$ cat src/rtl/gf2k_pkg.sv
// rtl/gf2k_pkg.sv - shared FSM encoding, field constant and width helper for gf2k_exp_seq
package gf2k_pkg;

    localparam logic [1:0] ST_IDLE = 2'd0;
    localparam logic [1:0] ST_SQR  = 2'd1;
    localparam logic [1:0] ST_MUL  = 2'd2;
    localparam logic [1:0] ST_DONE = 2'd3;

    localparam int GF_ONE = 1;

    // Never returns less than 1 so a one-bit exponent still gets a real index register.
    function automatic int clog2(input int value);
        int r;
        r = 0;
        for (int v = value - 1; v > 0; v = v >> 1) begin
            r = r + 1;
        end
        if (r < 1) begin
            r = 1;
        end
        return r;
    endfunction

endpackage

$ cat src/rtl/gf2k_mul_core.sv
// rtl/gf2k_mul_core.sv - combinational GF(2^DEG) multiply with polynomial reduction
module gf2k_mul_core #(
    parameter int DEG = 5
) (
    input  logic [DEG:0]   poly,
    input  logic [DEG-1:0] a,
    input  logic [DEG-1:0] b,
    output logic [DEG-1:0] p
);

    localparam int PW = 2 * DEG - 1;

    logic [PW-1:0] prod;

    // Full carry-less product first, then fold the high bits down from the top.
    always_comb begin
        prod = '0;
        for (int i = 0; i < DEG; i++) begin
            if (b[i]) begin
                prod = prod ^ (PW'(a) << i);
            end
        end
        for (int j = PW - 1; j >= DEG; j--) begin
            if (prod[j]) begin
                prod = prod ^ (PW'(poly) << (j - DEG));
            end
        end
        p = prod[DEG-1:0];
    end

endmodule

$ cat src/rtl/gf2k_exp_seq.sv
// rtl/gf2k_exp_seq.sv - sequential GF(2^DEG) square-and-multiply exponentiator; option GF2K_EXP_SKIP_LZ_EN
module gf2k_exp_seq
    import gf2k_pkg::*;
#(
    parameter int DEG   = 5,
    parameter int EXP_W = 8
) (
    input  logic             CLK,
    input  logic             RST_N,
    input  logic [DEG:0]     POLY,
    input  logic [DEG-1:0]   BASE,
    input  logic [EXP_W-1:0] EXP,
    input  logic             IN_VALID,
    output logic             IN_READY,
    output logic [DEG-1:0]   RESULT,
    output logic             OUT_VALID,
    input  logic             OUT_READY
);

    localparam int IW = clog2(EXP_W);

    logic [1:0]       state;
    logic [DEG:0]     poly_q;
    logic [DEG-1:0]   base_q;
    logic [EXP_W-1:0] exp_q;
    logic [DEG-1:0]   acc;
    logic [IW-1:0]    idx;
    logic [IW-1:0]    start_idx;
    logic [DEG-1:0]   mul_b;
    logic [DEG-1:0]   mul_p;

    // One multiplier serves both steps: squaring feeds acc on both sides.
    assign mul_b = (state == ST_MUL) ? base_q : acc;

    gf2k_mul_core #(
        .DEG(DEG)
    ) u_mul (
        .poly(poly_q),
        .a   (acc),
        .b   (mul_b),
        .p   (mul_p)
    );

`ifdef GF2K_EXP_SKIP_LZ_EN
    always_comb begin
        start_idx = '0;
        for (int i = 0; i < EXP_W; i++) begin
            if (EXP[i]) begin
                start_idx = IW'(i);
            end
        end
    end
`else
    assign start_idx = IW'(EXP_W - 1);
`endif

    always_ff @(posedge CLK) begin
        if (!RST_N) begin
            state  <= ST_IDLE;
            poly_q <= '0;
            base_q <= '0;
            exp_q  <= '0;
            acc    <= '0;
            idx    <= '0;
        end else begin
            case (state)
                ST_IDLE: begin
                    if (IN_VALID) begin
                        poly_q <= POLY;
                        base_q <= BASE;
                        exp_q  <= EXP;
                        acc    <= DEG'(GF_ONE);
                        idx    <= start_idx;
                        state  <= ST_SQR;
                    end
                end
                ST_SQR: begin
                    acc <= mul_p;
                    if (exp_q[idx]) begin
                        state <= ST_MUL;
                    end else if (idx == '0) begin
                        state <= ST_DONE;
                    end else begin
                        idx <= idx - 1'b1;
                    end
                end
                ST_MUL: begin
                    acc <= mul_p;
                    if (idx == '0) begin
                        state <= ST_DONE;
                    end else begin
                        idx   <= idx - 1'b1;
                        state <= ST_SQR;
                    end
                end
                default: begin
                    if (OUT_READY) begin
                        state <= ST_IDLE;
                    end
                end
            endcase
        end
    end

    assign IN_READY  = (state == ST_IDLE);
    assign OUT_VALID = (state == ST_DONE);
    assign RESULT    = acc;

endmodule

$ cat config.mk
export PLATFORM = sky130hd
export DESIGN_NAME = gf2k_exp_seq
export DESIGN_NICKNAME = d
export VERILOG_FILES = /design/src/rtl/gf2k_pkg.sv /design/src/rtl/gf2k_mul_core.sv /design/src/rtl/gf2k_exp_seq.sv
export SDC_FILE = /design/constraint.sdc
export NUM_CORES = 1
export LEC_CHECK = 0
export BUFFER_PORTS_ARGS = -buffer_cell sky130_fd_sc_hd__buf_2
export CORE_MARGIN = 1.5
export CORE_UTILIZATION = 40
export DETAILED_ROUTE_END_ITERATION = 8
export SLEW_MARGIN = 20
export SYNTH_ARGS = -nofsm -noshare
export SYNTH_HDL_FRONTEND = slang
export SYNTH_HIERARCHICAL = 1
export SYNTH_SLANG_ARGS = --single-unit
$ cat constraint.sdc
create_clock -name CLK -period 4.1 [get_ports CLK]
set_input_delay 0.82 -clock CLK [delete_from_list [all_inputs] [get_ports CLK]]
set_output_delay 0.82 -clock CLK [all_outputs]
set_load 0.1 [all_outputs]
### Word-level counts from Yosys, hierarchy flattened

Index checks and enable logic that the tools add are counted.

* equality and inequality tests: 6
* $lt $le $gt $ge: 1
* reductions and logical operators: 10
* mux-type cells: 24
* add/sub/neg operators: 1
* bitwise gates (word level): 8

Operators by type and width (count)
* $mux 9: 4
* $mux 5: 4
* $mux 2: 5
* $pmux 5 s2: 1
* $mux 3: 3
* $pmux 3 s3: 1
* $xor 9x6->9: 1
* $xor 9x7->9: 1
* $xor 9x8->9: 1
* $xor 9x9->9: 1
* $mux 8: 1
* $xor 8x8->8: 1
* $mux 7: 1
* $xor 7x7->7: 1
* $mux 6: 1
* $pmux 2 s3: 1
* $reduce_and 3->1: 2
* $xor 6x6->6: 1
* $xor 5x5->5: 1
* $eq 2x2->1 const B: 2
* $lt 3x4->1 const B: 1
* $ne 2x2->1 const B: 2
* $reduce_and 2->1: 2
* $reduce_bool 4->1: 1
* other kinds (10): 10

* word-level logic and storage cells: 56
* input port bits: 23
* register bits: 28
* output and inout bits: 7

### Longest topological paths before layout

* depth in word-level cells: 20
* mapped depth: 14
* mapped depth without buffers: 12

### By module

The synthesis kept the hierarchy.

Modules (own cells, without submodules)
* gf2k_exp_seq: times used 1, seq. area each 580.6 um2, cells each 174, area each 1412.6 um2
* gf2k_mul_core: times used 1, seq. area each 0.0 um2, cells each 120, area each 815.8 um2

### Least setup slack after synthesis

OpenSTA, ideal clock, no wires.

* kind: reg-to-reg
* from: register acc[4] (netlist: RESULT[4])
* to: register acc[3] (netlist: RESULT[3])
* data arrival time: 3.313 ns
* stages on the path, launching flop included: 11
* path slack: 0.717 ns
* required time: 4.030 ns
* path buffers: 0
* library setup time: 0.070 ns
* period minus slack after synthesis: 3.383 ns
* cells stage by stage: dfxtp_1 -> mux2_2 -> inv_2 -> or3_4 -> a311oi_4 -> xor2_2 -> or4_1 -> o2111ai_2 -> xnor2_1 -> nand3_1 -> a21oi_1

* elaborated cells on any way between the ends: 18
* classes of those cells: mux (10); bitwise (8)

RTL lines
* from (decl): line gf2k_exp_seq.sv:26 `logic [DEG-1:0] acc;`
* from (signal assigned): line gf2k_exp_seq.sv:72 `acc <= DEG'(GF_ONE);`
* from (signal assigned): line gf2k_exp_seq.sv:78 `acc <= mul_p;`
* from (signal assigned): line gf2k_exp_seq.sv:88 `acc <= mul_p;`
* $mux 5 *: line gf2k_exp_seq.sv:33 `assign mul_b = (state == ST_MUL) ? base_q : acc;`
* net mul_b[4]: line gf2k_exp_seq.sv:29 `logic [DEG-1:0] mul_b;`
* $mux 9 *: line gf2k_mul_core.sv:19 `if (b[i]) begin`
* $xor 8x8->8: line gf2k_mul_core.sv:25 `prod = prod ^ (PW'(poly) << (j - DEG));`
* $mux 8 *: line gf2k_mul_core.sv:24 `if (prod[j]) begin`
* $xor 7x7->7: line gf2k_mul_core.sv:25
* $mux 7 *: line gf2k_mul_core.sv:24
* $xor 6x6->6: line gf2k_mul_core.sv:25
* $mux 6 *: line gf2k_mul_core.sv:24
* $xor 5x5->5: line gf2k_mul_core.sv:25
* $mux 5 *: line gf2k_mul_core.sv:24
* net mul_p[3]: line gf2k_exp_seq.sv:30 `logic [DEG-1:0] mul_p;`
* $pmux 5 s2 *: line gf2k_exp_seq.sv:66 `case (state)`

The timed path passes the listed nets; every way through them passes the cells marked *.
A chain may end at the register's enable or synchronous reset.

### Final worst setup path

* from: register state[0]
* to: register acc[3] (netlist: RESULT[3])

* elaborated cells on any way between the ends: 26
* classes of those cells: eq/ne (3); mux (11); bitwise (8); reduce/logical (4)

RTL lines
* from (decl): line gf2k_exp_seq.sv:22 `logic [1:0] state;`
* from (signal assigned): line gf2k_exp_seq.sv:59 `state <= ST_IDLE;`
* from (signal assigned): line gf2k_exp_seq.sv:74 `state <= ST_SQR;`
* from (signal assigned): line gf2k_exp_seq.sv:80 `state <= ST_MUL;`
* $eq 2x2->1 *: line gf2k_exp_seq.sv:33
* $mux 5 *: line gf2k_exp_seq.sv:33
* net mul_b[3]: line gf2k_exp_seq.sv:29
* $mux 9 *: line gf2k_mul_core.sv:19
* $xor 9x9->9: line gf2k_mul_core.sv:20 `prod = prod ^ (PW'(a) << i);`
* $mux 9 *: line gf2k_mul_core.sv:19
* $xor 8x8->8: line gf2k_mul_core.sv:25
* $mux 8 *: line gf2k_mul_core.sv:24
* $xor 7x7->7: line gf2k_mul_core.sv:25
* $mux 7 *: line gf2k_mul_core.sv:24
* $xor 6x6->6: line gf2k_mul_core.sv:25
* $mux 6 *: line gf2k_mul_core.sv:24
* $xor 5x5->5: line gf2k_mul_core.sv:25
* $mux 5 *: line gf2k_mul_core.sv:24
* net mul_p[3]: line gf2k_exp_seq.sv:30
* $pmux 5 s2 *: line gf2k_exp_seq.sv:66

Marks and branches as above.

==> run metrics <==
antenna violations before repair 0; Worst-Margin Slew 0.608 ns; synth warn 6; Vias 2020; class of the worst hold path register to register; vias in the first global route 1812; critical-path maximum fanout 11; Power Dens Cells 481 nW/um^2; Die Y 77.1 um; Resize count post-CTS 0; RSZ-0062 raised after global routing no; final wirelength 5.12 mm; Remaining DRCs 0; Worst Skew 0.00431 ns; Avg Cell Area, Syn 7.57 um^2; CTS tree done; pre-CTS setup slack 0.620 ns; Clock Latency Late Sink 0.27 ns; Row Count 26; minimum clock period 3.56 ns; internal power 0.000648 W; Core Box Area 5200 um^2; clock root buffer clkbuf_8; Flop pwr share 35.2%; setup bufs post-CTS 0; DPL Wire Length 3.67 mm; CP endpoint kind register; final hold violations 0; CTS HTree Levels 1; Slew headroom 59.2%; final max-slew violation count 0; clk buf depth 2; P_leak 0.877 nW; final core utilization 46.7%; n_diodes 0; initial DRC count 148; clock net sink count 28; Worst-path clk slew 0.10 ns; WL/cell 13.6 um; Starting Density 42.2%; Worst Path Arrival 3.77 ns; syn nets 320; # nets final 339; Via density 5.34; Tcrit/Tclk final 86.8%; CP Class register to register; Post-DRT Antenna Nets 0; Cells after Synth 290; die area 5940 um^2; clock power share 18.7%; largest net degree at the start of global routing 29; first-pass GRT wire length 8.64 mm; Comb pwr share 46.1%; Final GP Congestion 0.794; setup TNS 0 ns; Setup Viol. Count Final 0; port bufs 28; Layout area overhead 10.8%; share of cells above drive strength 1 17.5%; TritonRoute pass-1 iters 4; WP data required 4.31 ns; Die X 77.1 um; Fmax 281 MHz; Switch Pwr 0.000523 W; Overflow after GRT 0; Num CTS Buffers 3; Post-CTS Hold Fix Bufs 0; final worst slack 0.543 ns; switching share of power 44.7%; Total GRT Usage 17.5%; Peak supply drop 247 uV; Critical Path Source Type register; max-cap violation count 0; status complete, no violations; Netlist Area Pre-Place 2200 um^2; I/O pin cnt 30
## registers in the layout, indices dropped and copies added (netlist names)
name / count
poly_q: 5
RESULT: 5
base_q: 5
exp_q: 8
state: 2
idx: 3
## layout make-up
class,instances,area [um^2]
tap,70,87.6
sequential,28,561
timing repair buffer,30,155
fill,562,2770
multi-input combinational,236,1520
clock inverter,1,30.0
clock buffer,3,41.3
inverter,10,37.5
## critical path, cell delays in order, from the launching register on
cell and delay (ns):
dfxtp_1 0.38, inv_1 0.12, ha_1 0.38, mux2_2 0.47, nand2_1 0.10, xor2_1 0.18, xnor3_1 0.42, xor2_1 0.19
buf_4 0.19, or4_1 0.52, o2111ai_2 0.12, xnor2_1 0.16, nand3_1 0.10, a21oi_1 0.16
## per-layer routing
layer / part of all wire (%) / up-vias / wire [um] / global-route usage, %
li1: - / 1042 / - / -
met3: 4.4 / 2 / 224 / 2.98
met5: 0 / - / 0 / 0
met1: 52 / 930 / 2650 / 26.3
met4: 0.37 / 0 / 19 / 1.82
met2: 44 / 46 / 2230 / 27.0
## final timing paths
path | startpoint | to | slack [ns] | cells after the start
worst max-delay path | state[0]$_SDFFE_PN0P_ | RESULT[3]$_SDFFE_PN0P_ | 0.54 | 13
worst min-delay path | RESULT[4]$_SDFFE_PN0P_ | RESULT[4]$_SDFFE_PN0P_ | 0.46 | 2
worst max register to register | state[0]$_SDFFE_PN0P_ | RESULT[3]$_SDFFE_PN0P_ | 0.54 | 13
worst min register to register | RESULT[4]$_SDFFE_PN0P_ | RESULT[4]$_SDFFE_PN0P_ | 0.46 | 2
## placed cells by master, fill, tap and decap left out, types with 5 or more instances in the layout
cell	count
a21oi_1	31
nor3_1	6
dfxtp_1	28
mux2_2	5
xnor2_1	19
nand3_1	8
ha_1	7
nor2_1	11
buf_2	28
xor2_1	7
o21ai_0	5
nand2_1	71
inv_1	8
## power by group through the flow
stage / clock [W] / sequential [W] / combinational, W
2_1_floorplan: 0 / 0.000404 / 0.000445
3_3_place_gp: 0 / 0.000416 / 0.000530
3_5_place_dp: 0 / 0.000418 / 0.000537
4_1_cts: 0.000223 / 0.000411 / 0.000539
5_1_grt: 0.000236 / 0.000426 / 0.000597
6_report: 0.000219 / 0.000412 / 0.000539
## stage by stage
step	hold WS, ns	instance area, um^2	power [W]	std cells
final	0.457	2430	0.00117	378
after floorplan	0.433	2200	0.000849	290
after detailed placement	0.445	2360	0.000954	374
after global routing	0.484	2430	0.00126	378
after global placement	0.441	2360	0.000947	374
after CTS	0.459	2430	0.00117	378
Power figures use the tool's default switching activity.
